[src/rtl/i2c_arbiter.sv]
// Round-robin arbiter sharing one I2C master between the CPU bridge (port 0) and
// the sensor poller (port 1); one command word per grant, watchdog-guarded.
module i2c_arbiter #(
    parameter int BUSY_BIT   = 31,
    parameter int START_WAIT = 16,
    parameter int TIMEOUT    = 1048575,
    parameter int CNT_W      = 20
) (
    input  logic        clk,
    input  logic        reset,
    input  logic [1:0]  req,
    input  logic [1:0]  rd,
    input  logic [31:0] cmd0,
    input  logic [31:0] cmd1,
    output logic [1:0]  grant,
    output logic [1:0]  done,
    output logic        err,
    output logic [31:0] rdata,
    output logic [31:0] m_ctrl_data,
    output logic        m_wr_ctrl,
    output logic        m_read,
    input  logic [31:0] m_status
);

    typedef enum logic [2:0] {
        IDLE, ISSUE, WAIT_START, WAIT_DONE, DONE, COOL
    } state_t;

    localparam logic [CNT_W-1:0] START_LAST   = CNT_W'(START_WAIT - 1);
    localparam logic [CNT_W-1:0] TIMEOUT_LAST = CNT_W'(TIMEOUT - 1);

    state_t           state;
    logic [CNT_W-1:0] cnt;
    logic             ptr;
    logic             owner;
    logic             pick;
    logic             busy;

    assign busy = m_status[BUSY_BIT];

    // A lone requester wins outright; the pointer only breaks ties.
    always_comb begin
        // NOTE: assign a default first so every path drives pick and no latch is inferred.
        pick = ptr;
        if (req == 2'b01)
            pick = 1'b0;
        else if (req == 2'b10)
            pick = 1'b1;
    end

    // NOTE: sequential state uses non-blocking assignments so all registers update together.
    always_ff @(posedge clk or posedge reset) begin
        if (reset) begin
            state       <= IDLE;
            cnt         <= '0;
            ptr         <= 1'b0;
            owner       <= 1'b0;
            grant       <= 2'b00;
            done        <= 2'b00;
            err         <= 1'b0;
            rdata       <= '0;
            m_ctrl_data <= '0;
            m_wr_ctrl   <= 1'b0;
            m_read      <= 1'b0;
        end else begin
            case (state)
                IDLE: begin
                    if (req != 2'b00) begin
                        owner       <= pick;
                        grant       <= pick ? 2'b10 : 2'b01;
                        m_ctrl_data <= pick ? cmd1 : cmd0;
                        m_read      <= rd[pick];
                        m_wr_ctrl   <= 1'b1;
                        state       <= ISSUE;
                    end
                end
                ISSUE: begin
                    m_wr_ctrl <= 1'b0;
                    cnt       <= '0;
                    state     <= WAIT_START;
                end
                WAIT_START: begin
                    if (busy) begin
                        cnt   <= '0;
                        state <= WAIT_DONE;
                    end else if (cnt == START_LAST) begin
                        done  <= grant;
                        err   <= 1'b1;
                        rdata <= m_status;
                        state <= DONE;
                    end else begin
                        cnt <= cnt + 1'b1;
                    end
                end
                WAIT_DONE: begin
                    if (!busy) begin
                        done  <= grant;
                        err   <= 1'b0;
                        rdata <= m_status;
                        state <= DONE;
                    end else if (cnt == TIMEOUT_LAST) begin
                        done  <= grant;
                        err   <= 1'b1;
                        rdata <= m_status;
                        state <= DONE;
                    end else begin
                        cnt <= cnt + 1'b1;
                    end
                end
                DONE: begin
                    // Hand the tie-break to the other port for the next arbitration.
                    ptr   <= ~owner;
                    done  <= 2'b00;
                    err   <= 1'b0;
                    grant <= 2'b00;
                    state <= COOL;
                end
                COOL: begin
                    state <= IDLE;
                end
                default: state <= IDLE;
            endcase
        end
    end

endmodule
[config.mk]
export PLATFORM = sky130hd
export DESIGN_NAME = i2c_arbiter
export DESIGN_NICKNAME = d
export VERILOG_FILES = /design/src/rtl/i2c_arbiter.sv
export SDC_FILE = /design/constraint.sdc
export NUM_CORES = 1
export LEC_CHECK = 0
export BUFFER_PORTS_ARGS = -buffer_cell sky130_fd_sc_hd__buf_2
export CAP_MARGIN = 20
export CORE_MARGIN = 1
export CORE_UTILIZATION = 44
export CTS_BUF_LIST = sky130_fd_sc_hd__clkbuf_8 sky130_fd_sc_hd__clkbuf_16
export DETAILED_ROUTE_END_ITERATION = 12
export GPL_ROUTABILITY_DRIVEN = 0
export PLACE_DENSITY = 0.81
export SLEW_MARGIN = 20
export SYNTH_ARGS = -nofsm -noshare
export SYNTH_HDL_FRONTEND = slang
export SYNTH_SLANG_ARGS = --single-unit
[constraint.sdc]
create_clock -name clk -period 2.7 [get_ports clk]
set_clock_uncertainty 0.05 [all_clocks]
set_input_delay 0.27 -clock clk [delete_from_list [all_inputs] [get_ports clk]]
set_output_delay 0.27 -clock clk [all_outputs]
set_load 0.005 [all_outputs]
==> summary.md <==
| Metric | Value |
|---|---|
| ANT cells | 0 |
| Worst path required time | 2.91 ns |
| # Post-CTS Setup Buffers | 0 |
| First-pass GRT wire length | 16700 um |
| CP cell instances | ha_1 -> and3_1 -> nand3_1 -> o21ai_2 -> and3_4 -> mux2_2 |
| Period utilization | 93.4% |
| Initial antenna violation count | 0 |
| Slew Viols, Final | 0 |
| # port buffers | 172 |
| Number of gates resized after cts | 0 |
| Core area | 9770 sq um |
| Synth Area per Inst | 11.1 sq um |
| Row cnt | 36 |
| Via/cell ratio | 5.35 |
| Setup TNS | 0 ns |
| Worst Path Class, Setup | flop to flop |
| Pin count of the biggest net entering global routing | 97 |
| Worst VDD drop | 0.424 mV |
| Area growth, synth to finish | 26.9% |
| Asr flop ratio synth | 100% |
| Fmax | 397 MHz |
| Syn nets | 503 |
| Die X-Extent | 102 um |
| CP Data Arrival Time | 2.73 ns |
| Critical Path Source Type | flop |
| Syn. warnings | 0 |
| Ports | 173 |
| Vias in the first global route | 3530 |
| Largest fanout on the critical path | 37 |
| Total power draw | 5.66 mW |
| Synth Flop Type | dfrtp_1 |
| Total Wirelength | 10700 um |
| Pleak | 2.85 nW |
| Nets | 668 |
| EDFF count, synth | 0 |
| Die area | 10500 sq um |
| Status | finished clean |
| Maximum clock path buffer count | 2 |
| Peak per-stage delay on the critical path | 0.56 ns |
| Via count | 3755 |
| Filler cell count | 849 |
| Final design utilization | 57.4% |
| Multiplexer share of the synthesized area | 16.5% |
| ANT nets after route | 0 |
| CTS tree | yes |
| Drt first pass iters | 5 |
| DR WL met2 | 5530 um |
| Post-Place Cells | 685 |
| RSZ-0062 raised after global routing | false |
| Compound-Gate Fraction of Synth Area | 11.9% |
| Vert. Die Dim | 102 um |
| Adder-cell share of the synthesized area | 0.792% |
| Tmin final | 2.52 ns |
| Crit path max-delay family | simple AND/OR/NAND/NOR gates |
| Max stage delay cell, worst path | and3_4 |
| Power Dens Cells | 1010 nW/um^2 |
| Skew-Pair Late Insertion Delay | 0.37 ns |
| Clock slew at reported path FFs | 0.11 ns |
| Largest family of logic cells by synthesized area | multiplexers |
| # setup viols final | 0 |
| DP Wirelength | 7750 um |
| Hold_buf cts | 0 |
| Dpl ws | 0.252 ns |
| Synth Register Bits | 96 |
| Slew Limit Headroom | 56.5% |
| Met3 WL | 707 um |
| Non-filler instance count after layout | 702 |
| Setup WS post-layout | 0.179 ns |
| Clock buffer count from CTS | 9 |
| Clk sink count | 96 |
| Final Hold Violating Endpoints | 0 |
| Grt ovf | 0 |
| Wire length on met1 | 4190 um |
| Initial DRC count | 269 |
| Share of post-route cells with drive strength above 1 | 42.2% |
| Register area share after synthesis | 54.3% |
| Bufs and invs on worst path | 0 |
| Root Buffer | clkbuf_8 |
| Routed length per instance | 15.3 um |
| Initial Util | 45.3% |
| Gr usage total | 20.9% |
| Synth Area in XOR/XNOR | 0.396% |
| Post-Synthesis Cell Area | 4420 sq um |
| DR DRC count | 0 |
| Max cap viols | 0 |
| Worst hold path class | primary input to flop |
| Endpoint class of the critical path | flop |
| H-tree depth | 3 |
| Simple-gate portion of the synthesized area | 12.0% |
| Post-Synthesis Cells | 399 |
| Top layer in use | met4 |
| Slew @ Worst Pin | 0.646 ns |
| Distinct cells, synth | 47 |
## layout by cell type (no fill, tap or decap), types with 3 or more instances in the layout
master	instances
a31oi_1	8
nor2_1	17
inv_1	11
nor4_1	4
and3_1	4
mux2_2	32
a21oi_1	9
nand4_1	6
buf_2	172
o21ai_0	39
mux2i_1	37
buf_4	5
nand3_1	10
nand2b_1	4
clkbuf_8	9
dfrtp_1	96
o311ai_0	3
nor3_1	3
a41o_1	6
nand2_1	51
o31ai_1	3
## logic make-up (layout without fill, tap and decap cells)
group                    after synthesis  count (layout)
XOR/XNOR                               2               2
buffers and inverters                 37             207
AND/OR/NAND/NOR                      111             111
multiplexers                          69              69
flip-flops                            96              96
adder cells (fa/ha/maj)                3               3
AO/OA/AOI/OAI                         81              81
## final cells by class
class                           instances  area (sq um)  area share, %
Tap cell                              133           166           2.96
Clock buffer                            9           124           2.21
Timing Repair Buffer                  179           928           16.5
Sequential cell                        96          2400           42.8
Clock inverter                          7           101           1.81
Inverter                               12          48.8          0.869
Multi-Input combinational cell        266          1840           32.8
## cell usage after synthesis, types with 2 or more instances
master	instances	area [sq um]
nor3_1	3	15.0
buf_2	2	10.0
nor2_1	17	63.8
ha_1	2	25.0
mux2i_1	37	370
inv_1	12	45.0
nand2_1	51	191
and4_1	2	17.5
a41o_1	6	60.1
o31ai_1	3	22.5
buf_6	3	33.8
o21ai_0	39	195
dfrtp_1	96	2400
buf_4	4	30.0
o311ai_0	3	26.3
nand2b_1	4	25.0
mux2_2	32	360
nand3_1	10	50.1
a31oi_1	8	50.1
and3_1	4	25.0
a21oi_1	9	45.0
nor4_1	4	25.0
clkbuf_1	14	52.6
nand4_1	6	37.5
xnor2_1	2	17.5
or4_1	2	15.0
a31oi_2	2	25.0
a21o_1	2	15.0
a31o_2	2	17.5
## final timing paths
| check | endpoint | depth (start not counted) | slack (ns) | startpoint |
|---|---|---|---|---|
| worst min-delay path | rdata[6] | 2 | 0.07 | m_status[6] |
| worst max-delay path | rdata[18] | 6 | 0.18 | cnt[1] |
| worst max register to register | rdata[18] | 6 | 0.18 | cnt[1] |
| min in group asynchronous | m_ctrl_data[4] | 4 | 0.54 | reset |
| max in group asynchronous | cnt[6] | 4 | 1.67 | reset |
| worst min register to register | ptr | 1 | 0.42 | owner |
## power by group
group	switching [mW]	internal (mW)
sequential	0.370	2.02
clock	0.577	0.458
combinational	1.20	1.03
## worst reg2reg max path: stages (launching register included)
cell and delay, ns:
dfrtp_1 0.50, ha_1 0.23, and3_1 0.26, nand3_1 0.12
o21ai_2 0.29, and3_4 0.56, mux2_2 0.41
## registers in the layout, indices dropped and copies added, names as in the netlist, 2 cells and up
register / count
grant: 2
done: 2
m_ctrl_data: 32
rdata: 32
state: 3
cnt: 20
## routing by layer
metal,vias up,GRT usage [%]
met5,-,0
met3,27,4.79
met1,1781,25.8
met4,0,9.89
met2,196,34.9
li1,1751,-
## stage by stage
stage	hold slack (ns)	instance area [sq um]
detailed placement	0.414	5380
CTS	0.00598	5600
floorplan	0.350	4430
global route	0.0389	5610
finish	0.0678	5610
global placement	0.401	5380
(Power assumes the default switching activity.)
